## src/rtl/mips_state_dump.sv

```systemverilog
// mips_state_dump: streams a snapshot of CPU state as PC, register and memory records.
// A dump starts on a manual request or once the PC has stayed unchanged for
// HALT_CYCLES cycles. Records are handed out over a valid/ready handshake.
module mips_state_dump #(
  parameter int unsigned DATA_W      = 32,
  parameter int unsigned REG_COUNT   = 32,
  parameter int unsigned MEM_WORDS   = 12,
  parameter int unsigned MEM_BASE    = 0,
  parameter int unsigned HALT_CYCLES = 8
) (
  input  logic              clk,
  input  logic              rst,
  input  logic              start,
  input  logic [DATA_W-1:0] pc_in,
  output logic [4:0]        rf_raddr,
  input  logic [DATA_W-1:0] rf_rdata,
  output logic [31:0]       dm_addr,
  input  logic [DATA_W-1:0] dm_rdata,
  output logic [DATA_W-1:0] dout,
  output logic [1:0]        dout_kind,
  output logic [7:0]        dout_index,
  output logic              dout_valid,
  input  logic              dout_ready,
  output logic              busy,
  output logic              done
);

  typedef enum logic [2:0] {S_IDLE, S_PC, S_REGS, S_MEM, S_DONE} state_t;

  localparam logic [1:0] KIND_PC  = 2'd0;
  localparam logic [1:0] KIND_REG = 2'd1;
  localparam logic [1:0] KIND_MEM = 2'd2;

  localparam logic [7:0] LAST_REG = (REG_COUNT > 0) ? 8'(REG_COUNT - 1) : 8'd0;
  localparam logic [7:0] LAST_MEM = (MEM_WORDS > 0) ? 8'(MEM_WORDS - 1) : 8'd0;

  localparam int unsigned    CNT_W   = (HALT_CYCLES < 2) ? 1 : $clog2(HALT_CYCLES + 1);
  localparam logic [CNT_W-1:0] CNT_MAX = CNT_W'(HALT_CYCLES);

  state_t              state;
  state_t              state_next;
  logic [7:0]          nidx;
  logic [CNT_W-1:0]    cnt;
  logic [DATA_W-1:0]   prev_pc;
  logic                armed;
  logic                hs;
  logic                auto_hit;
  logic                trigger;
  logic                load_reg;
  logic                load_mem;

  assign hs       = dout_valid && dout_ready;
  assign auto_hit = (HALT_CYCLES != 0) && armed && (cnt == CNT_MAX);
  assign trigger  = (state == S_IDLE) && (start || auto_hit);
  assign load_reg = hs && (state_next == S_REGS);
  assign load_mem = hs && (state_next == S_MEM);

  // nidx always names the record that the next handshake loads, so the
  // memory interfaces see their address one cycle ahead of the load edge.
  assign rf_raddr = nidx[4:0];
  assign dm_addr  = 32'(MEM_BASE) + {22'd0, nidx, 2'b00};

  // State register.
  always_ff @(posedge clk or posedge rst) begin
    if (rst) state <= S_IDLE;
    else     state <= state_next;
  end

  // Next-state selection; empty sections are skipped.
  always_comb begin
    state_next = state;
    unique case (state)
      S_IDLE: if (trigger) state_next = S_PC;
      S_PC: begin
        if (hs) begin
          if (REG_COUNT > 0)      state_next = S_REGS;
          else if (MEM_WORDS > 0) state_next = S_MEM;
          else                    state_next = S_DONE;
        end
      end
      S_REGS: begin
        if (hs && (dout_index == LAST_REG)) begin
          if (MEM_WORDS > 0) state_next = S_MEM;
          else               state_next = S_DONE;
        end
      end
      S_MEM:  if (hs && (dout_index == LAST_MEM)) state_next = S_DONE;
      S_DONE: state_next = S_IDLE;
      default: state_next = S_IDLE;
    endcase
  end

  // Status outputs decoded from state; valid is high for every record state.
  always_comb begin
    busy       = (state != S_IDLE);
    done       = (state == S_DONE);
    dout_valid = (state == S_PC) || (state == S_REGS) || (state == S_MEM);
  end

  // Record register: loads on the start edge and on each handshake, holds otherwise.
  always_ff @(posedge clk or posedge rst) begin
    if (rst) begin
      dout       <= '0;
      dout_kind  <= KIND_PC;
      dout_index <= '0;
      nidx       <= '0;
    end else if (trigger) begin
      dout       <= pc_in;
      dout_kind  <= KIND_PC;
      dout_index <= '0;
      nidx       <= '0;
    end else if (load_reg) begin
      dout       <= rf_rdata;
      dout_kind  <= KIND_REG;
      dout_index <= nidx;
      // Wrap to 0 after the last register so dm_addr already points at word 0.
      nidx       <= (nidx == LAST_REG) ? 8'd0 : nidx + 8'd1;
    end else if (load_mem) begin
      dout       <= dm_rdata;
      dout_kind  <= KIND_MEM;
      dout_index <= nidx;
      nidx       <= nidx + 8'd1;
    end
  end

  // Halt detector: saturating count of unchanged-PC cycles plus one-shot arm.
  always_ff @(posedge clk or posedge rst) begin
    if (rst) begin
      prev_pc <= '0;
      cnt     <= '0;
      armed   <= 1'b1;
    end else begin
      prev_pc <= pc_in;
      if (pc_in != prev_pc) begin
        cnt   <= '0;
        armed <= 1'b1;
      end else begin
        if (cnt != CNT_MAX) cnt <= cnt + CNT_W'(1);
        if ((state == S_IDLE) && auto_hit) armed <= 1'b0;
      end
    end
  end

endmodule

```

## config.mk

```make
export PLATFORM = sky130hd
export DESIGN_NAME = mips_state_dump
export DESIGN_NICKNAME = d
export VERILOG_FILES = /design/src/rtl/mips_state_dump.sv
export SDC_FILE = /design/constraint.sdc
export NUM_CORES = 1
export LEC_CHECK = 0
export CAP_MARGIN = 20
export CORE_AREA = 2 2 110 112
export CTS_CLUSTER_DIAMETER = 120
export DETAILED_ROUTE_END_ITERATION = 12
export DIE_AREA = 0 0 112 114
export GPL_TIMING_DRIVEN = 0
export PLACE_DENSITY = 0.76
export SLEW_MARGIN = 10
export SYNTH_ARGS = -nofsm -noshare
export SYNTH_HDL_FRONTEND = slang
export SYNTH_SLANG_ARGS = --single-unit
```

## constraint.sdc

```tcl
create_clock -name clk -period 3.04 [get_ports clk]
set_input_delay 0.608 -clock clk [delete_from_list [all_inputs] [get_ports clk]]
set_output_delay 0.608 -clock clk [all_outputs]
set_load 0.02 [all_outputs]
```

# Word-level counts from Yosys, hierarchy flattened
# Cells that the tools add are included.
# classes
add_sub_neg	2
mux	22
n_eq_ne	12
n_reduce_logical	16
# op_table
cell	n
32-bit two-way mux	3
8-bit two-way mux	7
32-bit != test	1
8-bit by 5-bit == test with 1-bit output (second input constant)	2
3-bit by 2-bit == test with 1-bit output (second input constant)	4
3-bit two-way mux	4
3-bit one-hot mux with 4 select lines	1
8-bit by 1-bit adder with 8-bit output (second input constant)	1
8-bit by 4-bit == test with 1-bit output (second input constant)	1
1-bit logical AND	8
4-bit two-way mux	2
2-bit two-way mux	3
3-bit nonzero test	2
4-bit by 1-bit adder with 4-bit output (second input constant)	1
4-bit == test (second input constant)	1
4-bit != test (second input constant)	1
2-bit nonzero test	2
3-bit by 1-bit == test with 1-bit output (second input constant)	1
3-bit == test (second input constant)	1
3-bit zero test	1
1-bit logical OR	3
1-bit two-way mux	2
# totals
word_cells	60
register_bits	90
in_bits	100

# Longest topological paths before layout
# Gate-level depths: netlist of run 1.
# logic_depth
word_depth	12
depth_mapped	10
depth_no_buf	7

# Worst setup path before layout of run 1
# No wires, ideal clock.
# synth_path
kind	input to register
start	input dout_ready
end	register dout[26]
arrival_ns	1.823
path_buffers	1
slack_ns	1.089
path_stages	6
path_cell_list	or3b_2 nor4_1 nor4_4 buf_6 nand2_1 a21oi_2
# synth_between
elab_chain_cells	8
word_cells_on_any_way	14
# synth_rtl
element	line_no	source
from (decl)	23	input logic dout_ready,
1-bit logical AND (*)	52	assign hs = dout_valid && dout_ready;
1-bit logical AND, on equally long branches	87, 82	
3-bit two-way mux, on equally long branches	87, 82	
3-bit one-hot mux with 4 select lines	72	unique case (state)
3-bit by 2-bit == test with 1-bit output	55	assign load_reg = hs && (state_next == S_REGS);
1-bit logical AND	55	
32-bit two-way mux	112	end else if (load_reg) begin
32-bit two-way mux	107	end else if (trigger) begin
to (signal assigned)	108	dout <= pc_in;
to (signal assigned)	113	dout <= rf_rdata;
to (signal assigned)	119	dout <= dm_rdata;
to (decl)	19	output logic [DATA_W-1:0] dout,
# Every way passes the cells marked *; elsewhere a longest branch is shown, timed or not.
# A chain may end at the register's enable or synchronous reset.

# Worst setup path after layout of run 1
# layout_path
start	input dout_ready
end	register dout[19]
# Same word-level chain as after synthesis.

==> results.md, run 1 <==
Timing:
- The actual transition at the worst max-transition pin is 679 ps.
- In this run the tightest slew margin relative to its limit is 54.3%.
- The final number of max-transition violations is 0.
- Of the available clock period, the critical path in the final layout requires 80.9%.
- In the post-route analysis, the smallest setup slack over all paths is 582 ps.
- The number of hold violations in the final report is 0.
- After layout, the minimum clock period comes to 2460 ps.
- After routing, the total negative slack on setup checks comes to 0 ps.
- The count of final setup violators is 0.
- Setup repair after global routing left no endpoint under its margin.
- Derived from the worst setup path, the maximum achievable clock frequency is 407 MHz.
- On the final layout, the worst clock skew is 7.87 ps.

Cells and area:
- The finished layout holds 771 standard cells, fillers aside.
- The diode insertion count for antenna repair is 0.
- Counting the fill cells in the layout gives 1011.
- The post-layout net count is 723.
- Compared with the post-synthesis result, the final layout area differs by 48.7%.
- In the final layout, the share of cells above drive strength 1 is 15.2%.
- After routing the design area is 0.00658 sq mm.

GRT:
- The total congestion overflow is 0.
- The global-route wire length before repair is 20.4 mm.
- The overall global routing resource usage is 20.6%.
- Entering global routing, the biggest net connects 47 pins.
- The via count of the first global-routing pass is 3985.
- The number of antenna violations at the first check in global routing is 0.

Clock tree:
- The post-CTS setup-driven buffer insertion count is 0.
- The number of hold buffers added after CTS was 0.
- After clock tree synthesis, the clock-pin slew on the worst setup and hold paths is 60 ps.
- The CTS tree is yes.
- The number of levels the H-tree was split into is 3.
- TritonCTS created 9 clock buffers.
- The clock root buffer is sky130_fd_sc_hd__clkbuf_16.
- The clock latency reported for the late side of the worst-skew pair is 340 ps.
- The number of clock sinks is 90.
- The number of gates given a new drive strength after cts is 0.
- No sink is reached through more buffers than the 2 on the longest clock path.

Critical path:
- For the worst setup path, the data required time is 3260 ps.
- The largest single stage delay on the critical path is 550 ps.
- The critical path is of the input pin to flop type.
- The data arrival time of the critical path is 2670 ps.
- The biggest fanout along the worst timing path is 10.
- The worst setup path is launched from an input pin.
- The worst reg-to-reg setup slack is 670 ps.
- For the worst flop-to-flop path, the logic depth is 9.
- The largest individual stage delay along the critical path comes from the cell sky130_fd_sc_hd__clkdlybuf4s50_1.
- The startpoint of the worst-slack reg-to-reg timing path is cnt[0]$_DFFE_PP0P_.
- The signal on the critical path passes through clkdlybuf4s50_1 > or3b_2 > nor4_1 > nor4_4 > buf_6 > nand2_1 > a21oi_2.
- The endpoint type of the worst setup path is a flop.
- In this run the critical register-to-register path is captured at dout[22]$_DFFE_PP0P_.

Routing:
- The first routing iteration left 230 violations.
- Using the TritonRoute via totals, the vias-per-cell ratio works out to 5.09.
- The remaining number of nets flagged by the antenna check after routing is 0.
- The number of DRC violations after detailed routing is 0.
- The overall routed net length is 13.2 mm.
- The total via count in the routed design is 3928.
- The detailed-router iteration count before antenna repair is 4.
- The routed wire length per instance is 17.2 um.

Logic synthesis:
- In this run the cell area of the synthesized design comes to 0.00443 sq mm.
- For this run, asynchronously set or reset flops after synthesis account for 100%.
- The synthesized instance count is 428.
- After synthesis, flip-flops and latches occupy 50.9% of the total area.
- The synthesized design contains 0 enable-type register cells.
- The Yosys step of the flow raised 0 warnings.
- The most used flip-flop cell after synthesis is sky130_fd_sc_hd__dfrtp_1.
- Averaged over all synthesized cells, the footprint is 10.3 sq um.
- The post-synthesis sequential element count is 90.
- After synthesis, the netlist uses 46 different library cells.

Pwr:
- The post-route total power is 0.00461 W.
- The standby leakage power is 2.58 nW.
- The areal power density over the cells is 700 mW/mm^2.
- The highest ir drop seen on vdd is 0.000483 V.

Placed design:
- The congestion estimate from routability-driven global placement came to 0.861.
- Including well taps, the total number of placed cells is 756.
- After legalization and detailed placement, the total HPWL measured 9.91 mm.
- The worst slack after detailed placement is 268 ps.
- The instance area after placement is 0.00630 sq mm.
- The count of port buffers added during placement is 157.

Die:
- The die boundary height is 114 um.
- The starting utilization of the core area is 37.8%.
- The floorplan step defined a core boundary enclosing 0.0117 sq mm.
- The width of the die is 112 um.
- The floorplan step defined a die boundary enclosing 0.0128 sq mm.
- The number of core rows is 40.
- The boundary pin count is 182.

Min path:
- The path category of the worst min-delay check is flop to flop.
- The startpoint of the worst hold path is dout_kind[0]$_DFFE_PP0P_.
- The worst hold path terminates at dout_kind[0]$_DFFE_PP0P_.
- The hold path depth is 2.

Run status:
- The flow ran to the end, and the final reports show no timing, DRC or antenna violations.

Job:
- Max-cap violations in this run came to 0.
==> critical path, delay by kind of cell <==
kind / cells / cell delay (ps)
buffers and inverters: 2 / 740
and+or+nand+nor: 4 / 1260
AOI/OAI and AO/OA: 1 / 60
==> state kept, by name, summed over array words and instances (netlist names) <==
signal,count
dout,32
dout_kind,2
prev_pc,32
state,3
cnt,4
dout_index,8
nidx,8
armed,1
==> layout make-up <==
class                      count  area (sq um)  area share (%)
sequential                    90          2250            34.2
timing repair buffer         158          1600            24.3
clock inverter                 5          56.3           0.855
multi-input combinational    305          1900            28.9
clock buffer                  10           229            3.48
inverter                       6          25.0           0.380
buffer                        50           337            5.11
tap                          147           184            2.79
==> logic make-up after synthesis <==
family,share of synthesized area [%]
flip-flops,50.9
AND/OR/NAND/NOR,15.9
buffers and inverters,8.11
other,0.0847
XOR/XNOR,7.12
adder cells (fa/ha/maj),0.848
AO/OA/AOI/OAI,17.0
==> per-layer routing <==
layer	global-route usage, %	up-vias	wire length, um
met5	0	-	0
met4	7.24	0	294
met3	4.84	24	843
met2	34.9	154	6460
met1	26.1	1903	5640
li1	-	1847	-
==> worst max-delay path by stage <==
| stage | from | to | slack, ps | depth (start not counted) |
|---|---|---|---|---|
| final | dout_ready | dout[19]$_DFFE_PP0P_ | 580 | 7 |
| after global routing | cnt[0]$_DFFE_PP0P_ | dout[22]$_DFFE_PP0P_ | 490 | 9 |
| after CTS | state[0]$_DFF_PP0_ | done | 580 | 3 |
| after detailed placement | dout_ready | dout[19]$_DFFE_PP0P_ | 270 | 7 |
| after global placement | rst | dout[3]$_DFFE_PP0P_ | -1340 | 2 |
| after floorplan | rst | cnt[0]$_DFFE_PP0P_ | 100 | 1 |
==> metrics by stage <==
step,utilization (%),hold slack (ps)
after floorplan,-,491
after global placement,53.5,476
after detailed placement,53.8,475
after CTS,56.2,506
after global routing,56.2,527
final,56.2,506
==> placed cells by master (no fill, tap or decap), drive strengths merged, types with 2 or more instances in the layout <==
cell	synthesis	final
buf	39	40
nand2	51	51
nand3	18	18
and4b	2	2
nand4	9	9
a211oi	2	2
ha	3	3
clkdlybuf4s50	0	157
or2	3	3
inv	6	6
conb	1	24
clkbuf	11	21
a21oi	49	49
dfrtp	89	89
o31ai	3	3
nor4	6	6
xnor2	35	35
nor3	4	4
nor2	40	40
or3	4	4
clkinv	0	3
o21ai	6	6
a221oi	32	32
==> where the power goes <==
group / switching (W) / total, W / internal [W]
logic: 0.000964 / 0.00186 / 0.000900
clock network: 0.000451 / 0.00108 / 0.000631
registers: 0.000217 / 0.00166 / 0.00144
total: 0.00163 / 0.00461 / 0.00298
==> Yosys cell counts, types with 2 or more instances <==
master | n | share of area, %
sky130_fd_sc_hd__o21ai_0 | 2 | 0.23
sky130_fd_sc_hd__a21oi_1 | 19 | 2.1
sky130_fd_sc_hd__dfrtp_1 | 89 | 50
sky130_fd_sc_hd__buf_2 | 5 | 0.57
sky130_fd_sc_hd__a21oi_2 | 30 | 5.9
sky130_fd_sc_hd__a221oi_1 | 32 | 6.3
sky130_fd_sc_hd__nand3_1 | 18 | 2.0
sky130_fd_sc_hd__inv_1 | 6 | 0.51
sky130_fd_sc_hd__ha_1 | 3 | 0.85
sky130_fd_sc_hd__and4b_1 | 2 | 0.45
sky130_fd_sc_hd__buf_4 | 30 | 5.1
sky130_fd_sc_hd__buf_6 | 4 | 1.0
sky130_fd_sc_hd__nand4_1 | 9 | 1.3
sky130_fd_sc_hd__or2_2 | 2 | 0.28
sky130_fd_sc_hd__xnor2_1 | 35 | 6.9
sky130_fd_sc_hd__nor4_1 | 4 | 0.57
sky130_fd_sc_hd__clkbuf_1 | 11 | 0.93
sky130_fd_sc_hd__a211oi_1 | 2 | 0.34
sky130_fd_sc_hd__o21ai_1 | 3 | 0.34
sky130_fd_sc_hd__nor2_1 | 39 | 3.3
sky130_fd_sc_hd__o31ai_1 | 3 | 0.51
sky130_fd_sc_hd__or3_1 | 4 | 0.57
sky130_fd_sc_hd__nor3_1 | 3 | 0.34
sky130_fd_sc_hd__nand2_1 | 51 | 4.3
Note: power is estimated with default switching activity, not from simulation.
==> run 2: changes to the inputs <==
Settings changed: CORE_AREA 2 2 110 112 to 2 2 105 107, DIE_AREA 0 0 112 114 to 0 0 107 109, PLACE_DENSITY 0.76 to 0.79.
Clock period 3.04 ns to 2.5 ns, I/O delays scaled along.
==> results.md, run 2 (synthesis gave the netlist of run 1 again) <==
Cells and area:
- The number of antenna diodes in the final layout is 0.
- Leaving out fill and tap cells, the most frequent cell in the layout is sky130_fd_sc_hd__clkdlybuf4s50_1.
- The largest registers in the layout are dout (32), prev_pc (32).
- The top cell types in the final layout, fill and taps aside, are 157 x sky130_fd_sc_hd__clkdlybuf4s50_1, 89 x sky130_fd_sc_hd__dfrtp_1, 51 x sky130_fd_sc_hd__nand2_1.
- For this run, the post-layout net count is 724.
- The area growth from synthesis to layout is 46.8%.
- The share of layout cells above drive strength 1 is 15.5%.
- The number of fillers in the final layout is 891.

GRT:
- The first global-routing pass estimated 20.6 mm of wire.
- The number of antenna violations at the first check in global routing came to 0.
- The pin count of the biggest net entering global routing is 36.
- The via count of the first global-routing pass came to 4103.
- The total congestion overflow is 0.
- The overall global routing resource usage is 23.1%.

Routing:
- The via count normalized by instance count is 5.10.
- The routed wire length per instance is 17.1 um.
- The detailed-router iteration count before antenna repair is 4.
- The total via count in the routed design is 3899.
- After detailed routing, the number of remaining DRC violations is 0.
- The remaining number of nets flagged by the antenna check after routing is 0.
- For this block, the initial DRC count from the detailed router was 210.
- The routed design has 13.1 mm of wire.

Run status:
- The run finished with clean final reports.

Critical path:
- The worst setup path is of the flop to primary output kind.
- The critical path goes through nor2_1 > and2_1 > clkdlybuf4s50_1.
- The kind of cell with the highest combined delay along the critical path is buffers and inverters.
- At the worst endpoint, the required time is 2000 ps.
- The slowest stage of the critical path belongs to the cell sky130_fd_sc_hd__clkdlybuf4s50_1.
- In this design, the stage delay of the slowest critical-path cell is 590 ps.
- The worst setup path is captured at a primary output.
- The buffer and inverter count on the worst path is 1.
- STA classifies the critical path startpoint as a flop.
- The biggest fanout along the worst timing path is 8.
- At the worst endpoint, the arrival time is 1830 ps.

Timing:
- The top achievable clock speed is 430 MHz.
- The share of the cycle needed by the critical path after routing is 93.1%.
- The setup skew after layout is 15.3 ps.
- The clock period minus worst slack is 2330 ps.
- The actual transition at the worst max-transition pin is 723 ps.
- The count of final setup violators is 0.
- On the final layout, the worst hold slack is 505 ps.
- Setup repair after global routing left no endpoint under its margin.
- The worst pin sits at a relative slew slack of 51.7%.
- The number of hold violations in the final report was 0.
- The setup total negative slack is 0 ps.
- The final number of max-transition violations came to 0.

Placed design:
- The routability congestion estimate is 0.824.
- Buffers placed on the I/O ports in this run total 157.
- The wire-length estimate of the detail-placed layout is 9.67 mm.

Clock tree:
- The cell sitting at the root of the clock tree is a sky130_fd_sc_hd__clkbuf_8.
- The post-CTS setup-driven buffer insertion count is 0.
- Once the clock tree was built, the resizer swapped 0 gates to a different size.
- The clock latency reported for the late side of the worst-skew pair is 360 ps.
- In this run, post-CTS hold repair placed 0 buffers.
- The number of buffers between clock root and the deepest sink is 2.
- The CTS tree is yes.
- The number of levels the H-tree was split into is 3.
- The number of buffers added by the clock tree synthesis step is 9.
- The number of clock sinks is 90.
- The clock-pin slew reported for the worst setup and hold paths after clock tree synthesis is 80 ps.

Die:
- The standard cell core area is 0.0106 sq mm.
- 182 I/O pins were placed.
- For this configuration, the core starts out at a cell density of 41.8%.
- The initialized floorplan defines 38 standard-cell rows.
- The die is 107 um wide.
- The die boundary height is 109 um.
- The area of the die is 0.0117 sq mm.

Pwr:
- In this run the static leakage power is 2.54 nW.
- The post-route total power is 0.00529 W.
- The highest ir drop seen on vdd is 0.000600 V.
- Dividing total power by cell area gives a power density of 814 mW/mm^2.

Job:
- Max-cap violations in this run came to 0.

Min path:
- The path category of the worst min-delay check is flop to flop.
[run 2: metal layers]
layer  GRT usage, %  up-vias  part of all wire, %
li1               -     1839                    -
met1           28.9     1880                   42
met2           39.5      162                   50
met3           5.44       18                  6.9
met4           7.79        0                  1.6
met5              0        -                    0
[run 2: cell type report]
cell class / instances / area [sq um] / share of cell area (%)
clock inverters: 4 / 51.3 / 0.790
plain buffers: 50 / 338 / 5.20
inverters: 6 / 26.3 / 0.404
multi-input cells: 305 / 1900 / 29.3
flip-flops and latches: 90 / 2250 / 34.7
well taps: 140 / 175 / 2.70
repair buffers: 159 / 1610 / 24.8
clock buffers: 11 / 141 / 2.18
[run 2: worst paths after layout]
kind | from | slack (ps) | depth (start not counted) | end
setup / recovery | state[0]$_DFF_PP0_ | 170 | 3 | done
hold / removal | dout_kind[0]$_DFFE_PP0P_ | 500 | 2 | dout_kind[0]$_DFFE_PP0P_
setup reg to reg | cnt[0]$_DFFE_PP0P_ | 190 | 9 | dout[16]$_DFFE_PP0P_
hold reg to reg | dout_kind[0]$_DFFE_PP0P_ | 500 | 2 | dout_kind[0]$_DFFE_PP0P_
max in group asynchronous | rst | 1220 | 3 | armed$_DFFE_PP1P_
min in group asynchronous | rst | 590 | 2 | dout[3]$_DFFE_PP0P_
[run 2: stage by stage]
stage,instance area [sq um],std cells,setup slack (ps),utilization [%]
3_5_place_dp,6300,750,-131,59.5
3_3_place_gp,6260,748,-119,59.1
6_report,6500,765,172,61.3
4_1_cts,6500,765,153,61.3
5_1_grt,6500,765,12.8,61.3
2_1_floorplan,4520,451,592,-
[run 2: tightest hold or removal path, cell delays in order, from the launching register on]
cell	delay, ps
sky130_fd_sc_hd__dfrtp_1	350
sky130_fd_sc_hd__nand2_1	60
sky130_fd_sc_hd__nand2_1	60
[run 2: power by group]
group          total (W)  switching, W  internal, W
clock network    0.00100      0.000516     0.000487
registers        0.00202      0.000269      0.00175
logic            0.00226       0.00117      0.00110
total            0.00529       0.00195      0.00334
